==> src/rtl/mptw_req_scheduler_pkg.sv <==
// Shared types for the MPT walker front end: CSR image, access/fault codes and
// the transaction that travels down the walker pipeline.
package mptw_req_scheduler_pkg;

   localparam int MPTW_ID_WIDTH = 2;

   typedef enum logic [1:0] {
      ACCESS_READ    = 2'd0,
      ACCESS_WRITE   = 2'd1,
      ACCESS_EXECUTE = 2'd2
   } access_type_e;

   typedef enum logic [1:0] {
      NO_ERROR             = 2'd0,
      FORMAT_RESERVED_BITS = 2'd1,
      FORMAT_INVALID_MODE  = 2'd2,
      FORMAT_MISALIGNED    = 2'd3
   } page_format_fault_e;

   typedef enum logic [1:0] {
      MPT_WALKING_IDLE = 2'd0,
      MPT_WALKING_DO   = 2'd1,
      MPT_WALKING_DONE = 2'd2
   } mpt_walking_e;

   typedef struct packed {
      logic [3:0]  mode;
      logic [15:0] sdid;
      logic [43:0] ppn;
   } mmpt_reg_t;

   typedef struct packed {
      logic                     valid;
      logic                     completed;
      mpt_walking_e             walking;
      logic [MPTW_ID_WIDTH-1:0] id;
      mmpt_reg_t                mmpt;
      logic [63:0]              spa;
      access_type_e             access_type;
      page_format_fault_e       format_error;
      logic                     access_error;
      logic [63:0]              mpte;
      logic                     plb_hit;
   } mptw_transaction_t;

endpackage

==> src/rtl/mptw_req_scheduler_rr_arbiter.sv <==
// Round-robin arbiter: grants the first valid at or after ptr_i, cyclically.
// Combinational; the caller owns the pointer so it only advances on a real handshake.
module rr_arbiter #(
   parameter int N = 4
) (
   input  logic [N-1:0]         valid_i,
   input  logic                 en_i,
   input  logic [$clog2(N)-1:0] ptr_i,
   output logic [N-1:0]         grant_o,
   output logic [$clog2(N)-1:0] idx_o
);

   localparam int IW = $clog2(N);

   int          k;
   logic [IW-1:0] kc;

   // Scan from the farthest offset down so the nearest valid wins last.
   always_comb begin
      grant_o = '0;
      idx_o   = '0;
      k       = 0;
      kc      = '0;
      for (int off = N - 1; off >= 0; off--) begin
         k = int'(ptr_i) + off;
         if (k >= N) k = k - N;
         kc = IW'(k);
         if (en_i && valid_i[kc]) begin
            grant_o     = '0;
            grant_o[kc] = 1'b1;
            idx_o       = kc;
         end
      end
   end

endmodule

==> src/rtl/mptw_req_scheduler.sv <==
// Walker front end: round-robin request arbitration, transaction ID allocation,
// a registered pipeline master port and completion routing back to the ID owner.
module mptw_req_scheduler
   import mptw_req_scheduler_pkg::*;
#(
   parameter int NUM_REQ             = 4,
   parameter int ID_WIDTH            = MPTW_ID_WIDTH,
   parameter int PIPELINE_DATA_WIDTH = $bits(mptw_transaction_t)
) (
   input  logic                               clk_i,
   input  logic                               rst_ni,
   input  mmpt_reg_t                          mmpt_i,
   input  logic [NUM_REQ-1:0]                 req_valid_i,
   output logic [NUM_REQ-1:0]                 req_ready_o,
   input  logic [NUM_REQ-1:0][63:0]           req_spa_i,
   input  access_type_e [NUM_REQ-1:0]         req_access_type_i,
   output logic                               pipe_valid_o,
   input  logic                               pipe_ready_i,
   output logic [PIPELINE_DATA_WIDTH-1:0]     pipe_data_o,
   input  logic                               cmp_valid_i,
   output logic                               cmp_ready_o,
   input  logic [ID_WIDTH-1:0]                cmp_id_i,
   input  page_format_fault_e                 cmp_format_error_i,
   input  logic                               cmp_access_error_i,
   output logic [NUM_REQ-1:0]                 rsp_valid_o,
   input  logic [NUM_REQ-1:0]                 rsp_ready_i,
   output page_format_fault_e                 rsp_format_error_o,
   output logic                               rsp_access_error_o,
   output logic [ID_WIDTH:0]                  outstanding_o,
   output logic                               err_spurious_o
);

   localparam int MAX_OUT = 2 ** ID_WIDTH;
   localparam int REQ_W   = $clog2(NUM_REQ);

   // Every port uses valid/ready: a transfer happens on a clock edge where both are
   // high; a source holds valid and its payload until that edge, ready may depend on valid.

   logic [MAX_OUT-1:0]            free_q, free_d, alloc_mask, release_mask;
   logic [MAX_OUT-1:0][REQ_W-1:0] owner_q;
   logic [REQ_W-1:0]              rr_ptr_q, grant_idx, cmp_owner;
   logic [NUM_REQ-1:0]            grant;
   logic [ID_WIDTH-1:0]           alloc_id;
   logic [ID_WIDTH:0]             outstanding_d;
   logic                          can_issue, req_hs, cmp_spurious, cmp_hs;
   logic                          pipe_valid_q;
   mptw_transaction_t             pipe_data_q, tx;

   assign can_issue = (|free_q) && (!pipe_valid_q || pipe_ready_i);

   rr_arbiter #(.N(NUM_REQ)) u_arb (
      .valid_i (req_valid_i),
      .en_i    (can_issue),
      .ptr_i   (rr_ptr_q),
      .grant_o (grant),
      .idx_o   (grant_idx)
   );

   assign req_ready_o = grant;
   assign req_hs      = |grant;

   always_comb begin
      alloc_id = '0;
      for (int i = MAX_OUT - 1; i >= 0; i--) begin
         if (free_q[i]) alloc_id = ID_WIDTH'(i);
      end
   end

   // A completion for a free ID is swallowed: accepted, not routed, flagged.
   assign cmp_owner          = owner_q[cmp_id_i];
   assign cmp_spurious       = cmp_valid_i && free_q[cmp_id_i];
   assign cmp_ready_o        = cmp_spurious || rsp_ready_i[cmp_owner];
   assign cmp_hs             = cmp_valid_i && cmp_ready_o && !cmp_spurious;
   assign rsp_valid_o        = (cmp_valid_i && !cmp_spurious) ? (NUM_REQ'(1) << cmp_owner) : '0;
   assign rsp_format_error_o = cmp_format_error_i;
   assign rsp_access_error_o = cmp_access_error_i;

   assign alloc_mask   = req_hs ? (MAX_OUT'(1) << alloc_id) : '0;
   assign release_mask = cmp_hs ? (MAX_OUT'(1) << cmp_id_i) : '0;
   assign free_d       = (free_q & ~alloc_mask) | release_mask;

   always_comb begin
      outstanding_d = '0;
      for (int i = 0; i < MAX_OUT; i++) begin
         if (!free_d[i]) outstanding_d = outstanding_d + (ID_WIDTH + 1)'(1);
      end
   end

   always_comb begin
      tx              = '0;
      tx.valid        = 1'b1;
      tx.walking      = MPT_WALKING_DO;
      tx.format_error = NO_ERROR;
      tx.id           = MPTW_ID_WIDTH'(alloc_id);
      tx.mmpt         = mmpt_i;
      tx.spa          = req_spa_i[grant_idx];
      tx.access_type  = req_access_type_i[grant_idx];
   end

   always_ff @(posedge clk_i or negedge rst_ni) begin
      if (!rst_ni) begin
         free_q         <= '1;
         owner_q        <= '0;
         rr_ptr_q       <= '0;
         outstanding_o  <= '0;
         err_spurious_o <= 1'b0;
         pipe_valid_q   <= 1'b0;
         pipe_data_q    <= '0;
      end else begin
         free_q        <= free_d;
         outstanding_o <= outstanding_d;
         if (cmp_spurious) err_spurious_o <= 1'b1;
         // A grant reloads the output register even while it drains, for 1/cycle throughput.
         if (req_hs) begin
            owner_q[alloc_id] <= grant_idx;
            rr_ptr_q          <= (grant_idx == REQ_W'(NUM_REQ - 1)) ? '0 : grant_idx + REQ_W'(1);
            pipe_valid_q      <= 1'b1;
            pipe_data_q       <= tx;
         end else if (pipe_ready_i) begin
            pipe_valid_q <= 1'b0;
         end
      end
   end

   assign pipe_valid_o = pipe_valid_q;
   assign pipe_data_o  = pipe_data_q;

endmodule
==> config.mk <==
export PLATFORM = sky130hd
export DESIGN_NAME = mptw_req_scheduler
export DESIGN_NICKNAME = d
export VERILOG_FILES = /design/src/rtl/mptw_req_scheduler_pkg.sv /design/src/rtl/mptw_req_scheduler_rr_arbiter.sv /design/src/rtl/mptw_req_scheduler.sv
export SDC_FILE = /design/constraint.sdc
export NUM_CORES = 1
export LEC_CHECK = 0
export CAP_MARGIN = 10
export CORE_AREA = 8 8 212 214
export CTS_CLUSTER_SIZE = 20
export DETAILED_ROUTE_END_ITERATION = 8
export DIE_AREA = 0 0 220 222
export PLACE_DENSITY_LB_ADDON = 0.2
export SYNTH_ARGS = -nofsm -noshare
export SYNTH_HDL_FRONTEND = slang
export SYNTH_SLANG_ARGS = --single-unit
==> constraint.sdc <==
create_clock -name clk_i -period 4.8 [get_ports clk_i]
set_clock_uncertainty 0.2 [all_clocks]
set_input_delay 0.72 -clock clk_i [delete_from_list [all_inputs] [get_ports clk_i]]
set_output_delay 0.72 -clock clk_i [all_outputs]
set_load 0.05 [all_outputs]
==> reports/metrics.cfg, run 1 <==
[run_status]
status=complete, no violations

[floorplan]
core_mm2=0.0415
die-area_mm2=0.0488
core.rowCount=75
die_x_um=220
io-pin-count=566
die_height_um=222
start_util=0.220

[timing]
final.setup.tns_ps=0
layout_min_cycle_time_ps=4540
worstMarginPinSlew_ps=897
hold_viol=0
worst_slew_margin_rel=0.402
report.final.setup_viol=0
drv_slew=0
max_freq_mhz=220
fin_crit_sh=0.947
rsz0062_at_grt=no

[routing]
drtPass1Iterations=4
drt_drc_violations_left=0
wl_per_cell_um=20.3
viasPerCell=4.15
vias=7328
ant_nets=0
drtIter0Drc=277
drt_wl_total_um=35800

[worst_setup_path]
path_common_cell=ha_1
critical_path.max_fanout=15
path_cells=inv_1 > ha_1 > mux4_2 > or4b_2 > a31oi_4 > or4_4 > nand2_1 > a22oi_2 > ha_1 > xnor2_2 > ha_1 > mux2_2
critPathKind=reg2reg
slowest_stage=or4b_2
cp_top_family=simple AND/OR/NAND/NOR gates
critPathArrivalTime_ps=4660
start_kind=register
crit_required_ps=4910
slowest_delay_ps=710
crit_path_end_kind=register
path_buf_inv=1

[placement]
port_buffers=489
gp_congestion=0.789
place_area_mm2=0.0144
hpwl_um=28800

[cells_and_area]
drive_above_1_share=0.174
ff_latch_area_mm2=0.00381
multi_input_area_mm2=0.00476
area_growth_pct=64.5
final_nets=1567
final_area_mm2=0.0150
n_fill_cell=4155

[yosys]
yosysUniqueCellTypes=43
ys_seq_elements=152
synthArstFlopShare=1.00
yosysMostFrequentCell=mux2i_1
syn_inst=740
yosysSeqAreaShare=0.418
synth_top_area_cell=dfrtp_1
synth_top_area_frac=0.407
syn_avg_cell_area_um2=12.3
synthesis.area_mm2=0.00911
synthFlopType=dfrtp_1
synth_top_cells_by_area=dfrtp_1 (41%), mux2i_1 (22%), mux2_2 (17%)
yosys_warnings=0
synth_edf_count=0
synth_common_cells=mux2i_1 (203), dfrtp_1 (148), mux2_2 (138), buf_4 (81), buf_2 (23)

[clocking]
cts_inserted_buffers=17
clock_sinks=152
insertion_delay_ps=430
cts_tree=yes
clock_path_buffers=2
clk_pin_slew_ps=70
cts_max_level=4
root_buffer=clkbuf_16
ctsHoldBuffers=0
cts_setup_buffers=0
ctsResizeCount=0

[grt]
grt_max_degree=89
overflow=0
grt_pass1_wl_um=52100
grt_pass1_vias=7995
grt_use_total=0.142
antenna_found_initial=2

[power_and_ir_drop]
p_leak_uw=0.00623
vdd_ir_drop_max_uv=757
totalPowerFinal_uw=13100
powerDensity_mw_per_mm2=872

[worst_hold_path]
hp-class=in2async

[flow_run]
cap_violations=0

## sequential cells by signal, indices dropped and copies added (netlist names)
name,flops
rr_ptr_q,2
err_spurious_o,1
pipe_valid_o,1
outstanding_o,3
pipe_data_o,133
owner_q,8
free_q,4
## placed cells by master, fill, tap and decap left out, types with 4 or more instances in the layout
cell type / n
clkdlybuf4s50_1: 484
mux2i_1: 203
dfrtp_1: 148
mux2_2: 138
conb_1: 70
inv_1: 19
clkbuf_16: 17
nor2_1: 16
nand2_1: 10
ha_1: 10
buf_4: 9
a21oi_1: 8
mux4_2: 7
o21ai_0: 7
buf_12: 7
nor3_1: 5
a211o_1: 4
dfstp_2: 4
## area by class of cell
cell class / instances / share of cell area
antenna: 1 / 0.000167
tap: 539 / 0.0450
timing repair buffer: 501 / 0.338
multi-input combinational: 521 / 0.318
clock buffer: 20 / 0.0305
sequential: 152 / 0.254
inverter: 19 / 0.00476
clock inverter: 12 / 0.00936
## worst paths after layout
path	startpoint	cells past startpoint	slack, ps	endpoint
min	rst_ni	1	160	pipe_data_o[74]$_DFFE_PN0P_
min reg2reg	err_spurious_o$_DFFE_PN0P_	1	270	err_spurious_o$_DFFE_PN0P_
max in group asynchronous	rst_ni	2	3270	free_q[3]$_DFF_PN1_
max	rr_ptr_q[1]$_DFFE_PN0P_	12	260	outstanding_o[1]$_DFF_PN0_
max reg2reg	rr_ptr_q[1]$_DFFE_PN0P_	12	260	outstanding_o[1]$_DFF_PN0_
min in group clk_i	err_spurious_o$_DFFE_PN0P_	1	270	err_spurious_o$_DFFE_PN0P_
## where the power goes
group	switching, µW	internal, µW	total [µW]
combinational	5290	4000	9290
clock	593	800	1390
sequential	346	2040	2380
## cells by family (layout without fill, tap and decap cells)
kind of cell | count (synthesis) | in the layout | share of synthesized area
mux | 349 | 349 | 0.412
xor+xnor | 3 | 3 | 0.00371
other cells | 1 | 71 | 0.000412
flops | 152 | 152 | 0.418
compound gates | 35 | 35 | 0.0250
buf+inv | 136 | 552 | 0.0951
fa+ha+maj | 10 | 10 | 0.0137
simple gates | 54 | 54 | 0.0317
## metrics by stage
step | std cells | hold slack (ps) | worst slack [ps] | utilization
detailed placement | 1732 | 270 | 191 | 0.347
CTS | 1764 | 207 | 257 | 0.361
finish | 1765 | 164 | 255 | 0.361
global route | 1764 | 230 | 14.7 | 0.361
global placement | 1732 | 261 | 256 | 0.347
floorplan | 809 | 224 | 3.44 | -
## routing by layer
layer,routed length [µm],GRT usage,share of wire
met1,12800,0.148,0.36
met2,19000,0.258,0.53
met3,3430,0.0602,0.096
met4,568,0.0353,0.016
met5,0,0,0
(Power assumes the default switching activity.)
==> run 2, diff against run 1 <==
ABC_AREA = 1   (was not set)
CORE_AREA = 8 8 217 219   (was 8 8 212 214)
DIE_AREA = 0 0 225 227   (was 0 0 220 222)
==> reports/metrics.cfg, run 2 <==
[run_status]
status=complete, no violations  ; unchanged

[timing]
drv_slew=0  ; unchanged
report.final.setup_viol=0  ; unchanged
layout_min_cycle_time_ps=4270  ; was 4540 ps
worstMarginPinSlew_ps=790  ; was 897 ps
hold_viol=0  ; unchanged
worst_slew_margin_rel=0.473  ; was 0.402
final.setup.tns_ps=0  ; unchanged
fin_crit_sh=0.889  ; was 0.947
rsz0062_at_grt=no  ; unchanged
max_freq_mhz=234  ; was 220 MHz

[clocking]
insertion_delay_ps=450  ; was 430 ps
clock_path_buffers=2  ; unchanged
clk_pin_slew_ps=70  ; about the same
cts_tree=yes  ; unchanged
root_buffer=clkbuf_16  ; unchanged
cts_setup_buffers=0  ; unchanged
ctsResizeCount=0  ; unchanged
clock_sinks=152  ; unchanged
cts_inserted_buffers=17  ; unchanged
ctsHoldBuffers=0  ; unchanged
cts_max_level=4  ; unchanged

[cells_and_area]
multi_input_area_mm2=0.00440  ; was 0.00476 mm²
final_nets=2111  ; was 1,567
n_fill_cell=4707  ; was 4,155
largest_register_ffs=133  ; unchanged
ff_latch_area_mm2=0.00381  ; unchanged
area_growth_pct=63.7  ; was 64.5%
final_common_cell=nand2_1  ; was clkdlybuf4s50_1
drive_above_1_share=0.0419  ; was 0.174
final_cell_mix=nand2_1 (671), clkdlybuf4s50_1 (488), nand3_1 (220), dfrtp_1 (148), conb_1 (70)  ; was clkdlybuf4s50_1 (484), mux2i_1 (203), dfrtp_1 (148), mux2_2 (138), conb_1 (70)

[yosys]
yosys_warnings=0  ; unchanged
synth_adder_area_share=0.0138  ; was 0.0137
synth_top_area_frac=0.410  ; was 0.407
synth_common_cells=nand2_1 (671), nand3_1 (220), dfrtp_1 (148), buf_4 (91), inv_1 (33)  ; was mux2i_1 (203), dfrtp_1 (148), mux2_2 (138), buf_4 (81), buf_2 (23)
synth_top_area_cell=dfrtp_1  ; unchanged
synth_top_family_by_area=simple AND/OR/NAND/NOR gates  ; was multiplexers
synthFlopType=dfrtp_1  ; unchanged
synthArstFlopShare=1.00  ; unchanged
syn_avg_cell_area_um2=6.90  ; was 12.3 µm²
synthesis.area_mm2=0.00903  ; was 0.00911 mm²
yosysMostFrequentCell=nand2_1  ; was mux2i_1
ys_seq_elements=152  ; unchanged
synth_edf_count=0  ; unchanged
synth_mux_area_frac=0  ; was 0.412
yosysUniqueCellTypes=30  ; was 43
yosysSeqAreaShare=0.422  ; was 0.418
synth_top_cells_by_area=dfrtp_1 (41%), nand2_1 (28%), nand3_1 (12%)  ; was dfrtp_1 (41%), mux2i_1 (22%), mux2_2 (17%)
synth-simple-area-share=0.422  ; was 0.0317
syn_inst=1310  ; was 740
synth_xor_area_frac=0  ; was 0.00371
synth-compound-area-share=0.0199  ; was 0.0250

[routing]
drt_wl_total_um=43800  ; was 35,800 µm
wl_per_cell_um=18.5  ; was 20.3 µm
viasPerCell=4.16  ; was 4.15
ant_nets=0  ; unchanged
drtIter0Drc=535  ; was 277
vias=9833  ; was 7,328
drt_drc_violations_left=0  ; unchanged
drtPass1Iterations=4  ; unchanged

[placement]
gp_congestion=0.861  ; was 0.789
port_buffers=489  ; unchanged
hpwl_um=34100  ; was 28,800 µm

[floorplan]
core.rowCount=77  ; was 75
io-pin-count=566  ; unchanged
die_height_um=227  ; was 222 µm
die_x_um=225  ; was 220 µm
die-area_mm2=0.0511  ; was 0.0488 mm²
core_mm2=0.0436  ; was 0.0415 mm²
start_util=0.207  ; was 0.220

[grt]
grt_pass1_wl_um=63400  ; was 52,100 µm
grt_use_total=0.164  ; was 0.142
grt_max_degree=135  ; was 89
overflow=0  ; unchanged
antenna_found_initial=3  ; was 2
grt_pass1_vias=10100  ; was 7,995

[worst_setup_path]
cp-startpoint=rr_ptr_q[1]$_DFFE_PN0P_  ; unchanged
worstSetupEndpoint=req_ready_o[3]  ; was outstanding_o[1]$_DFF_PN0_
critPathKind=reg2out  ; was reg2reg
r2r_cells=26  ; was 12
crit_path_end_kind=output port  ; was register
r2r_start=rr_ptr_q[1]$_DFFE_PN0P_  ; unchanged
r2r-end=outstanding_o[2]$_DFF_PN0_  ; was outstanding_o[1]$_DFF_PN0_
critPathArrivalTime_ps=3350  ; was 4660 ps
crit_required_ps=3880  ; was 4910 ps
r2r_slack_ps=840  ; was 260 ps
critical_path.max_fanout=12  ; was 15
start_kind=register  ; unchanged

[worst_hold_path]
hp-class=in2async  ; unchanged

[flow_run]
cap_violations=0  ; unchanged

[run 2: changes by cell type after synthesis, sizes merged, moves of 18 or more]
cell / change
mux2: -139
nand3: +218
mux2i: -203
nand2: +666
buf: +18
inv: +23
[run 2: worst min-delay path by stage]
stage	startpoint	to	cells after the start
2_1_floorplan	rst_ni	err_spurious_o$_DFFE_PN0P_	0
3_3_place_gp	err_spurious_o$_DFFE_PN0P_	err_spurious_o$_DFFE_PN0P_	2
3_5_place_dp	err_spurious_o$_DFFE_PN0P_	err_spurious_o$_DFFE_PN0P_	2
4_1_cts	rst_ni	pipe_data_o[190]$_DFFE_PN0P_	1
5_1_grt	rst_ni	pipe_data_o[190]$_DFFE_PN0P_	1
6_report	rst_ni	pipe_data_o[190]$_DFFE_PN0P_	1
[run 2: logic make-up (layout without fill, tap and decap cells)]
| kind of cell | count (synthesis) | after routing |
|---|---|---|
| other | 1 | 72 |
| AO/OA/AOI/OAI | 30 | 30 |
| AND/OR/NAND/NOR | 929 | 929 |
| adder cells (fa/ha/maj) | 10 | 10 |
| flip-flops | 152 | 152 |
| buffers and inverters | 188 | 577 |
[run 2: layout make-up]
cell class / instances / share of cell area
clock inverters: 14 / 0.0125
repair buffers: 504 / 0.342
multi-input cells: 1039 / 0.298
clock buffers: 17 / 0.0288
well taps: 592 / 0.0501
inverters: 42 / 0.0110
flip-flops and latches: 152 / 0.258
diodes: 2 / 0.000338
[run 2: per-layer routing]
layer  vias up  part of all wire  track usage
li1       4872                 -            -
met1      4518              0.41        0.192
met2       401              0.47        0.273
met3        40             0.094       0.0642
met4         2             0.022       0.0563
met5         -           0.00030            0
[run 2: stage by stage]
step	hold slack (ps)	std cells	instance area, µm²	setup WS, ps	utilization
5_1_grt	131	2361	14800	273	0.339
2_1_floorplan	224	1379	9290	1400	-
3_3_place_gp	250	2329	14200	757	0.325
3_5_place_dp	253	2329	14200	642	0.325
4_1_cts	121	2360	14800	505	0.339
6_report	99.9	2362	14800	534	0.339
[run 2: critical path, stage by stage (launching register included)]
cell and delay [ps]:
dfrtp_1 540, inv_1 200, ha_1 370, inv_1 90
nand3_1 90, nand2_1 60, nor2_2 360, a21oi_1 140
nand3_1 110, nand2_1 80, inv_1 60, clkdlybuf4s50_1 800
Power of run 2 is left out: the tool's default activity adds up to more than one toggle a clock period on the data nets, which glitch-free logic cannot reach.
==> run 3, diff against run 2 <==
CAP_MARGIN = not set   (was 10)
CORE_AREA = 8 8 216 218   (was 8 8 217 219)
DIE_AREA = 0 0 224 226   (was 0 0 225 227)
clock period = 3.9 ns   (was 4.8 ns; I/O delays follow)
==> reports/metrics.cfg, run 3 (synthesis gave the netlist of run 2 again) <==
[run_status]
status=complete, no violations  ; unchanged

[clocking]
clock_sinks=152  ; unchanged
cts_max_level=4  ; unchanged
insertion_delay_ps=450  ; about the same
cts_tree=yes  ; unchanged
root_buffer=clkbuf_16  ; unchanged
cts_inserted_buffers=17  ; unchanged
clock_path_buffers=2  ; unchanged
ctsHoldBuffers=0  ; unchanged
clk_pin_slew_ps=70  ; about the same

[routing]
drt_wl_total_um=42500  ; was 43,800 µm
wl_per_cell_um=17.9  ; was 18.5 µm
viasPerCell=4.14  ; was 4.16
vias=9798  ; was 9,833
ant_nets=0  ; unchanged
drtIter0Drc=476  ; was 535
drt_drc_violations_left=0  ; unchanged
drtPass1Iterations=5  ; was 4

[floorplan]
start_util=0.208  ; was 0.207
die_height_um=226  ; was 227 µm
core.rowCount=77  ; unchanged
io-pin-count=566  ; unchanged
die_x_um=224  ; was 225 µm
core_mm2=0.0435  ; was 0.0436 mm²
die-area_mm2=0.0506  ; was 0.0511 mm²

[timing]
worstMarginPinSlew_ps=963  ; was 790 ps
hold_viol=0  ; unchanged
rsz0062_at_grt=no  ; unchanged
layout_min_cycle_time_ps=3460
worst_slew_margin_rel=0.358  ; was 0.473
max_freq_mhz=289
report.final.setup_viol=0  ; unchanged
final.setup.tns_ps=0  ; unchanged
drv_slew=0  ; unchanged
fin_crit_sh=0.887

[cells_and_area]
area_growth_pct=64.1  ; was 63.7%
largest_register_ffs=133  ; unchanged
drive_above_1_share=0.0507  ; was 0.0419
final_common_cell=nand2_1  ; unchanged
n_fill_cell=4695  ; was 4,707
final_cell_mix=nand2_1 (671), clkdlybuf4s50_1 (479), nand3_1 (220), dfrtp_1 (148), conb_1 (70)  ; was nand2_1 (671), clkdlybuf4s50_1 (488), nand3_1 (220), dfrtp_1 (148), conb_1 (70)
final_nets=2118  ; was 2,111

[worst_setup_path]
cp-startpoint=rr_ptr_q[1]$_DFFE_PN0P_  ; unchanged
worstSetupEndpoint=outstanding_o[2]$_DFF_PN0_  ; was req_ready_o[3]
critical_path.max_fanout=12  ; unchanged
r2r-end=outstanding_o[2]$_DFF_PN0_  ; unchanged
r2r_cells=26  ; unchanged
critPathKind=reg2reg  ; was reg2out
r2r_start=rr_ptr_q[1]$_DFFE_PN0P_  ; unchanged
critPathArrivalTime_ps=3590  ; was 3350 ps
r2r_slack_ps=440  ; was 840 ps
crit_required_ps=4030  ; was 3880 ps
crit_path_end_kind=register  ; was output port
start_kind=register  ; unchanged

[placement]
hpwl_um=32600  ; was 34,100 µm
gp_congestion=0.819  ; was 0.861
port_buffers=489  ; unchanged

[grt]
antenna_found_initial=10  ; was 3
grt_use_total=0.161  ; was 0.164
grt_pass1_wl_um=62200  ; was 63,400 µm
grt_pass1_vias=9879  ; was 10,100
grt_max_degree=93  ; was 135
overflow=0  ; unchanged

[flow_run]
cap_violations=0  ; unchanged

[worst_hold_path]
hp-class=in2async  ; unchanged

-- run 3: changes by cell type in the layout (fill, tap and decap cells not counted), sizes merged --
cell,delta
buf,+16
bufinv,-2
clkbuf,+2
clkdlybuf4s50,-9
clkinv,+3
inv,-4
-- run 3: critical path, cell delays in order, from the launching register on --
cell     delay, ps
dfrtp_1        380
inv_1          160
ha_1           280
inv_1          130
nand3_1         90
nand2_1         80
nor2_2          40
buf_4          180
nor2_2         170
nand2_1         70
nand3_1         90
nand2_1         70
nand2_1        110
inv_2           50
nand2_4        100
nand2_1         80
nand2_1         60
nand2_1         70
inv_1           60
ha_1           250
inv_1           60
nand2_1         60
nand2_1        100
ha_1           150
inv_1           50
o21ai_0        140
nand2_1         70
-- run 3: how the worst min path moves through the flow --
| stage | slack [ps] | endpoint | depth (start not counted) | startpoint |
|---|---|---|---|---|
| finish | 20 | pipe_data_o[137]$_DFFE_PN0P_ | 1 | rst_ni |
| global placement | 250 | err_spurious_o$_DFFE_PN0P_ | 2 | err_spurious_o$_DFFE_PN0P_ |
| detailed placement | 260 | pipe_data_o[168]$_DFFE_PN0P_ | 2 | pipe_data_o[168]$_DFFE_PN0P_ |
| floorplan | 90 | err_spurious_o$_DFFE_PN0P_ | 0 | rst_ni |
| global route | 80 | pipe_data_o[185]$_DFFE_PN0P_ | 1 | rst_ni |
| CTS | 60 | pipe_data_o[185]$_DFFE_PN0P_ | 1 | rst_ni |
-- run 3: metal layers --
metal | track usage | wire length [µm] | vias to the layer above
met5 | 0 | 36 | -
met4 | 0.0429 | 487 | 6
met3 | 0.0641 | 4120 | 31
met2 | 0.272 | 20700 | 410
met1 | 0.189 | 17100 | 4465
li1 | - | - | 4886
-- run 3: timing repair --
action / in CTS / in global routing
buffers inserted: 0 / 0
resized for setup: 0 / 1
setup endpoints to repair: 0 / 1
-- run 3: through the flow --
stage	utilization	cells	hold WS (ps)	worst slack, ps	instance area [µm²]
final	0.341	2368	17.2	441	14800
after global routing	0.341	2366	80.5	19.8	14800
after CTS	0.341	2366	57.4	389	14800
after detailed placement	0.328	2336	257	161	14300
after global placement	0.328	2336	251	240	14300
after floorplan	-	1379	89.4	570	9290
-- run 3: layout make-up --
cell class / instances / area [µm²] / share of cell area
antenna: 2 / 5.00 / 0.000338
clock buffer: 19 / 453 / 0.0306
clock inverter: 11 / 98.8 / 0.00667
inverter: 42 / 163 / 0.0110
multi-input combinational: 1039 / 4400 / 0.297
sequential: 152 / 3810 / 0.257
tap: 592 / 741 / 0.0500
timing repair buffer: 511 / 5150 / 0.348
Power of run 3 is left out for the same reason.
